`src/rtl/systolic_tile_sequencer.sv`:
```
// -----------------------------------------------------------------------------
// systolic_tile_sequencer
//
// Sequences one tile of an N x N FP8 systolic MAC array:
//   - fetches K operand vectors (A columns, B rows) from external memories,
//   - drives them onto the west (A) and north (B) array edges with a diagonal
//     skew so that PE(i,j) sees step k on cycle 2+k+i+j,
//   - issues a per-PE clear wavefront so each PE's first product loads its
//     accumulator,
//   - waits for the array to drain, latches the BF16 result bus and offers it
//     to a consumer over a valid/ready handshake.
//
// Cycle 0 is the first cycle after the edge that accepts start in IDLE.
//   FETCH   : cycles 0..K-1, rd_en=1, rd_addr=cycle
//   DRAIN   : cycles K..K+2N
//   CAPTURE : cycle K+2N+1, res_data <= c_in at its closing edge
//   HOLD    : res_valid=1 from cycle K+2N+2 until res_valid&&res_ready
// A start with k_len=0 skips fetch and clears and presents res_data=0 on
// cycle 1.
//
// Optional build macro:
//   SEQ_ACC_CHAIN_EN - adds input acc_chain (sampled with start). When set,
//                      the tile issues no pe_clear pulses so the array keeps
//                      accumulating onto the previous tile's sums.
//
// Ports:
//   clk, rst_n            clock, asynchronous active-low reset
//   start, k_len          tile request and K, sampled only in IDLE
//   acc_chain             (SEQ_ACC_CHAIN_EN only) suppress the clear wavefront
//   busy                  high from accepted start until result handshake
//   rd_en, rd_addr        operand memory read strobe and index k
//   rd_a_data, rd_b_data  A column / B row vector k, valid cycle after rd_en
//   a_edge, b_edge        skewed FP8 operands, lane i/j at [8*i +: 8]
//   pe_clear              clear for PE(i,j) at bit i*N+j
//   c_in                  BF16 result bus from the array, PE(i,j) at i*N+j
//   res_data, res_valid   latched tile result and its valid flag
//   res_ready             consumer accepts res_data
// -----------------------------------------------------------------------------
module systolic_tile_sequencer #(
  parameter int N   = 2,
  parameter int K_W = 8
) (
  input  logic                clk,
  input  logic                rst_n,
  input  logic                start,
  input  logic [K_W-1:0]      k_len,
`ifdef SEQ_ACC_CHAIN_EN
  input  logic                acc_chain,
`endif
  output logic                busy,
  output logic                rd_en,
  output logic [K_W-1:0]      rd_addr,
  input  logic [8*N-1:0]      rd_a_data,
  input  logic [8*N-1:0]      rd_b_data,
  output logic [8*N-1:0]      a_edge,
  output logic [8*N-1:0]      b_edge,
  output logic [N*N-1:0]      pe_clear,
  input  logic [16*N*N-1:0]   c_in,
  output logic [16*N*N-1:0]   res_data,
  output logic                res_valid,
  input  logic                res_ready
);

  // Cycle counter must reach K+2N+1 with K up to 2^K_W-1.
  localparam int CNT_W = K_W + $clog2(2*N + 2) + 1;

  localparam logic [2:0] S_IDLE    = 3'd0;
  localparam logic [2:0] S_FETCH   = 3'd1;
  localparam logic [2:0] S_DRAIN   = 3'd2;
  localparam logic [2:0] S_CAPTURE = 3'd3;
  localparam logic [2:0] S_HOLD    = 3'd4;

  logic [2:0]          state_q,    state_d;
  logic [CNT_W-1:0]    cnt_q,      cnt_d;
  logic [K_W-1:0]      k_q,        k_d;
  logic                zero_q,     zero_d;
  logic                clr_en_q,   clr_en_d;
  logic                rd_en_q,    rd_en_d;
  logic [K_W-1:0]      rd_addr_q,  rd_addr_d;
  logic                rd_vld_q;
  logic [N*N-1:0]      pe_clear_q, pe_clear_d;
  logic [16*N*N-1:0]   res_data_q, res_data_d;

  logic                clr_req;
  logic [CNT_W-1:0]    drain_last;

`ifdef SEQ_ACC_CHAIN_EN
  assign clr_req = ~acc_chain;
`else
  assign clr_req = 1'b1;
`endif

  // Last DRAIN cycle index; CAPTURE follows on K+2N+1.
  assign drain_last = CNT_W'(k_q) + CNT_W'(2*N);

  // ---------------------------------------------------------------------------
  // Next-state logic
  // ---------------------------------------------------------------------------
  always_comb begin
    // NOTE: every signal gets a default before the case so no path leaves it
    // unassigned; otherwise synthesis would infer latches.
    state_d    = state_q;
    cnt_d      = cnt_q;
    k_d        = k_q;
    zero_d     = zero_q;
    clr_en_d   = clr_en_q;
    rd_en_d    = rd_en_q;
    rd_addr_d  = rd_addr_q;
    res_data_d = res_data_q;
    pe_clear_d = '0;

    case (state_q)
      S_IDLE: begin
        if (start) begin
          cnt_d    = '0;
          k_d      = k_len;
          clr_en_d = clr_req;
          if (k_len == '0) begin
            // Empty tile: no reads, no clears, result of zero on cycle 1.
            zero_d  = 1'b1;
            state_d = S_CAPTURE;
          end else begin
            zero_d    = 1'b0;
            rd_en_d   = 1'b1;
            rd_addr_d = '0;
            state_d   = S_FETCH;
          end
        end
      end

      S_FETCH: begin
        cnt_d = cnt_q + CNT_W'(1);
        if (rd_addr_q == k_q - K_W'(1)) begin
          rd_en_d = 1'b0;
          state_d = S_DRAIN;
        end else begin
          rd_addr_d = rd_addr_q + K_W'(1);
        end
      end

      S_DRAIN: begin
        cnt_d = cnt_q + CNT_W'(1);
        if (cnt_q == drain_last) begin
          state_d = S_CAPTURE;
        end
      end

      S_CAPTURE: begin
        res_data_d = zero_q ? '0 : c_in;
        state_d    = S_HOLD;
      end

      S_HOLD: begin
        if (res_ready) begin
          state_d = S_IDLE;
        end
      end

      default: state_d = S_IDLE;
    endcase

    // Clear wavefront: PE(i,j) pulses on cycle 2+i+j, i.e. it is registered
    // on the edge closing cycle 1+i+j. Only FETCH/DRAIN can cover those
    // cycles, and only tiles with K>=1 get there.
    if ((state_q == S_FETCH || state_q == S_DRAIN) && clr_en_q) begin
      for (int i = 0; i < N; i++) begin
        for (int j = 0; j < N; j++) begin
          if (cnt_q == CNT_W'(i + j + 1)) begin
            pe_clear_d[i*N + j] = 1'b1;
          end
        end
      end
    end
  end

  // ---------------------------------------------------------------------------
  // Control registers
  // ---------------------------------------------------------------------------
  always_ff @(posedge clk or negedge rst_n) begin
    if (!rst_n) begin
      state_q    <= S_IDLE;
      cnt_q      <= '0;
      k_q        <= '0;
      zero_q     <= 1'b0;
      clr_en_q   <= 1'b0;
      rd_en_q    <= 1'b0;
      rd_addr_q  <= '0;
      rd_vld_q   <= 1'b0;
      pe_clear_q <= '0;
      res_data_q <= '0;
    end else begin
      // NOTE: sequential state uses non-blocking assignments so every register
      // samples the pre-edge values regardless of statement order.
      state_q    <= state_d;
      cnt_q      <= cnt_d;
      k_q        <= k_d;
      zero_q     <= zero_d;
      clr_en_q   <= clr_en_d;
      rd_en_q    <= rd_en_d;
      rd_addr_q  <= rd_addr_d;
      rd_vld_q   <= rd_en_q;  // memory data is valid one cycle after rd_en
      pe_clear_q <= pe_clear_d;
      res_data_q <= res_data_d;
    end
  end

  // ---------------------------------------------------------------------------
  // Skew pipelines: lane g has one output register plus g extra stages, so
  // data returned on cycle k+1 appears on the edge at cycle 2+k+g. Lanes are
  // forced to FP8 zero whenever no read data is returning so idle PEs add 0.
  // ---------------------------------------------------------------------------
  for (genvar g = 0; g < N; g++) begin : g_lane
    logic [7:0] a_pipe_q [0:g];
    logic [7:0] b_pipe_q [0:g];

    always_ff @(posedge clk or negedge rst_n) begin
      if (!rst_n) begin
        // NOTE: these small register arrays are reset explicitly because the
        // edges must present FP8 zero immediately after reset; large storage
        // arrays would normally be left unreset.
        for (int m = 0; m <= g; m++) begin
          a_pipe_q[m] <= 8'h00;
          b_pipe_q[m] <= 8'h00;
        end
      end else begin
        a_pipe_q[0] <= rd_vld_q ? rd_a_data[8*g +: 8] : 8'h00;
        b_pipe_q[0] <= rd_vld_q ? rd_b_data[8*g +: 8] : 8'h00;
        for (int m = 1; m <= g; m++) begin
          a_pipe_q[m] <= a_pipe_q[m-1];
          b_pipe_q[m] <= b_pipe_q[m-1];
        end
      end
    end

    assign a_edge[8*g +: 8] = a_pipe_q[g];
    assign b_edge[8*g +: 8] = b_pipe_q[g];
  end

  // ---------------------------------------------------------------------------
  // Outputs
  // ---------------------------------------------------------------------------
  assign busy      = (state_q != S_IDLE);
  assign res_valid = (state_q == S_HOLD);
  assign rd_en     = rd_en_q;
  assign rd_addr   = rd_addr_q;
  assign pe_clear  = pe_clear_q;
  assign res_data  = res_data_q;

endmodule

```
`config.mk`:
```
export PLATFORM = sky130hd
export DESIGN_NAME = systolic_tile_sequencer
export DESIGN_NICKNAME = d
export VERILOG_FILES = /design/src/rtl/systolic_tile_sequencer.sv
export SDC_FILE = /design/constraint.sdc
export NUM_CORES = 1
export LEC_CHECK = 0
export ABC_CLOCK_PERIOD_IN_PS = 5200
export BUFFER_PORTS_ARGS = -buffer_cell sky130_fd_sc_hd__buf_2
export CAP_MARGIN = 20
export CORE_MARGIN = 2
export CORE_UTILIZATION = 54
export CTS_CLUSTER_DIAMETER = 50
export DETAILED_ROUTE_END_ITERATION = 10
export GPL_ROUTABILITY_DRIVEN = 0
export PLACE_DENSITY = 0.85
export SETUP_SLACK_MARGIN = 0.15
export SYNTH_ARGS = -nofsm -noshare
export SYNTH_HDL_FRONTEND = slang
export SYNTH_SLANG_ARGS = --single-unit
```
`constraint.sdc`:
```
create_clock -name clk -period 5.2 [get_ports clk]
set_input_delay 1.04 -clock clk [delete_from_list [all_inputs] [get_ports clk]]
set_output_delay 1.04 -clock clk [all_outputs]
set_load 0.01 [all_outputs]
```
==> implementation parameters <==
Parameter                              Value

Outcome
  Status    complete, no violations

Placed design
  Number of buffer cells added on primary ports    218
  Final HPWL DP    10.8 mm
  Placed Instance Area    7330 um^2

Yosys
  Synthesized area per cell    approximately 10 um^2
  Synthesized netlist cell count    ~620
  Share of async-settable or async-resettable flops after synthesis    100%
  Yosys warning total    0
  Number of different library cells in the post-synthesis netlist    49
  Net count after synthesis    739
  Post-synthesis instance area    roughly 6300 um^2
  Post-synthesis register bit count    150
  Portion of the post-synthesis area used by sequential elements    59.6%
  EDFF count, synth    0
  Main synth FF type    sky130_fd_sc_hd__dfrtp_1

Power and ir drop
  Leak pwr    0.00410 uW
  Worst-case vdd ir drop    approximately 0.00041 V
  Total power divided by cell area    602 nW/um^2

Timing
  Final worst path period need    2710 ps
  Pins Over Slew Limit    0
  Max Clock Freq    0.369 GHz
  Total setup violations reported at the end of the flow    0
  Setup repair after global routing missed its margin    false
  Worst slew slack as a fraction of its limit    30.0%
  Hold violation total from the final report    0
  Clock tree skew after final layout    11.6 ps
  Tcrit/Tclk final    52.1%
  Fin Setup TNS    0 ps
  Transition time at the pin with the least slew margin    1050 ps

Die
  Cell row count    39
  Die Ht    around 110 um
  Top-level I/O count    219
  Full die area    approximately 13000 um^2
  X dimension of the die    112 um
  Initial core utilization    between 50% and 60%
  Placeable core region    11400 um^2

CTS
  Buffers from clock root to sink, at most    2
  TritonCTS clock tree    yes
  Clock input transition at the sequential cells of the worst setup and hold paths    ~60 ps
  Clock tree root buffer cell    sky130_fd_sc_hd__clkbuf_16
  Worst skew pair latency    420 ps
  Post-CTS setup buffers    0
  TritonCTS Buffers    17
  Clock sink count    150
  Hold-fix buffers, CTS    0
  Maximum level of the CTS H-tree    4
  Quantity of gates resized following cts    0

Drt
  Number of nets with antenna violations after detailed routing    0
  Total length of routed wires    15.4 mm
  First DRT Iteration DRCs    around 430
  Average vias per placed instance    5.32
  Post-detailed-route DRC marker count    0
  First-pass iteration count of the detailed router    5
  Number of vias in the routed layout    5140
  Detailed-route wire length per cell    ~16 um

Critical path
  Maximum cell stage delay along the critical path    500 ps
  Cell with the largest stage delay on the worst path    sky130_fd_sc_hd__dfrtp_1
  Arrival time of the worst setup path    around 1700 ps
  Launching element type of the critical path    register
  Peak fanout along the critical path    10
  Critical path endpoint category    output pin
  Timing startpoint of the critical path    state_q[1]$_DFFE_PN0P_
  FF-to-FF Start    state_q[1]$_DFFE_PN0P_
  Critical path start-end classification    register to output pin
  Critical path required time    4160 ps
  Worst path top cell family by delay    simple AND/OR/NAND/NOR gates
  Buffers and inverters on the worst path    1
  CP Cell Sequence    nor2_1 -> nand2_1 -> buf_2

Flow run
  Max_cap viols    0

Worst hold path
  Hold Startpoint    g_lane[1].b_pipe_q[9]$_DFF_PN0_
  Worst min-delay path category    register to register

Global route
  Remaining Overflow, GRT    0
  Maximum number of pins on one net before global-route repair    130
  Via count of the first global-routing pass    approximately 5000
  Global-route wire length before repair    between 20 and 25 mm
  Antenna violations before repair    0
  Overall fraction of global-route tracks in use    25.0%

Final layout
  Filler cells    855
  Fraction of layout instances using a drive strength above 1    32.1%
  Area of all placed cells without fillers    7940 um^2
  Net total in the final layout    approximately 930
  Diode count    0
  Area growth, synth to finish    26.1%
  Final cell utilization of the core    69.5%
==> synthesized netlist by cell type, types with 2 or more instances <==
master | number | area (um^2)
sky130_fd_sc_hd__mux2i_1 | 3 | 30.0
sky130_fd_sc_hd__nand3_1 | 7 | 35.0
sky130_fd_sc_hd__a211oi_1 | 2 | 15.0
sky130_fd_sc_hd__mux2_2 | 4 | 45.0
sky130_fd_sc_hd__buf_1 | 5 | 18.8
sky130_fd_sc_hd__buf_2 | 3 | 15.0
sky130_fd_sc_hd__inv_1 | 10 | 37.5
sky130_fd_sc_hd__nand2b_1 | 3 | 18.8
sky130_fd_sc_hd__or3_1 | 6 | 37.5
sky130_fd_sc_hd__a21oi_1 | 11 | 55.1
sky130_fd_sc_hd__ha_1 | 7 | 87.6
sky130_fd_sc_hd__or2_2 | 3 | 18.8
sky130_fd_sc_hd__nand2_1 | 148 | 556
sky130_fd_sc_hd__xor2_1 | 15 | 131
sky130_fd_sc_hd__nor3_1 | 7 | 35.0
sky130_fd_sc_hd__nand4_1 | 7 | 43.8
sky130_fd_sc_hd__and3_1 | 4 | 25.0
sky130_fd_sc_hd__or4_1 | 2 | 15.0
sky130_fd_sc_hd__nor4_1 | 3 | 18.8
sky130_fd_sc_hd__buf_4 | 17 | 128
sky130_fd_sc_hd__dfrtp_1 | 150 | 3750
sky130_fd_sc_hd__xnor2_1 | 14 | 123
sky130_fd_sc_hd__clkbuf_1 | 29 | 109
sky130_fd_sc_hd__nor3b_1 | 2 | 15.0
sky130_fd_sc_hd__and2_1 | 39 | 244
sky130_fd_sc_hd__o21ai_0 | 79 | 395
sky130_fd_sc_hd__nor4b_1 | 2 | 17.5
sky130_fd_sc_hd__nor2_1 | 21 | 78.8
==> report_power, final <==
group,switching (uW),total [uW],internal (uW)
clock,468,1220,747
combinational,908,1600,696
sequential,357,1960,1610
==> worst register-to-register path: stages (launching register included) <==
cell and delay [ps]:
sky130_fd_sc_hd__dfrtp_1 500, sky130_fd_sc_hd__nor2_1 490, sky130_fd_sc_hd__and3_1 830, sky130_fd_sc_hd__and2_1 360, sky130_fd_sc_hd__nor2_1 80, sky130_fd_sc_hd__a41o_2 270
==> final timing paths <==
check	to	slack, ps	cells after the start
min	b_edge[9]$_DFF_PN0_	350	0
max reg2reg	rd_addr[4]$_DFFE_PN0P_	2560	5
min in group asynchronous	res_data[14]$_DFFE_PN0P_	400	1
max in group asynchronous	g_lane[1].b_pipe_q[8]$_DFF_PN0_	3590	3
max	busy	2490	3
min reg2reg	b_edge[9]$_DFF_PN0_	350	0
==> logic make-up after synthesis <==
| group | share of synthesized area, % |
|---|---|
| flops | 59.6 |
| fa+ha+maj | 1.39 |
| simple gates | 19.0 |
| mux | 1.19 |
| buf+inv | 4.89 |
| xor+xnor | 4.39 |
| compound gates | 9.54 |
==> sequential cells by signal (all words and copies together) (netlist names), 3 cells and up <==
name,flops
a_edge,8
rd_addr,8
pe_clear,3
state_q,3
cnt_q,12
b_edge,8
k_q,8
g_lane.b_pipe_q,16
g_lane.a_pipe_q,16
res_data,64
==> per-stage QoR <==
step	std cells	worst slack [ps]	power, uW	hold slack (ps)
floorplan	624	2670	2940	331
global placement	934	2450	3470	332
detailed placement	934	2350	3570	335
CTS	965	2520	4800	348
global route	966	2390	5090	351
finish	966	2490	4780	346
==> per-layer routing <==
| layer | up-vias | track usage [%] | routed length (um) |
|---|---|---|---|
| met5 | - | 0 | 0 |
| met4 | 0 | 11.4 | 550 |
| met3 | 52 | 5.88 | 919 |
| met2 | 227 | 41.5 | 7840 |
| li1 | 2418 | - | - |
| met1 | 2443 | 31.4 | 6140 |
==> placed cells by master, fill, tap and decap left out, types with 9 or more instances in the layout <==
master / synthesis / final
sky130_fd_sc_hd__clkbuf_16: 0 / 17
sky130_fd_sc_hd__nand2_1: 148 / 148
sky130_fd_sc_hd__o21ai_0: 79 / 79
sky130_fd_sc_hd__buf_2: 3 / 217
sky130_fd_sc_hd__inv_1: 10 / 9
sky130_fd_sc_hd__a21oi_1: 11 / 11
sky130_fd_sc_hd__nor2_1: 21 / 21
sky130_fd_sc_hd__xnor2_1: 14 / 14
sky130_fd_sc_hd__dfrtp_1: 150 / 150
sky130_fd_sc_hd__xor2_1: 15 / 15
sky130_fd_sc_hd__and2_1: 39 / 39
==> layout make-up <==
cell class	instances	area, um^2	share of cell area (%)
timing repair buffer	222	1150	14.5
inverter	10	37.5	0.473
clock inverter	14	160	2.02
tap	143	179	2.25
multi-input combinational	410	2240	28.2
clock buffer	17	425	5.36
sequential	150	3750	47.3
Note: power is estimated with default switching activity, not from simulation.
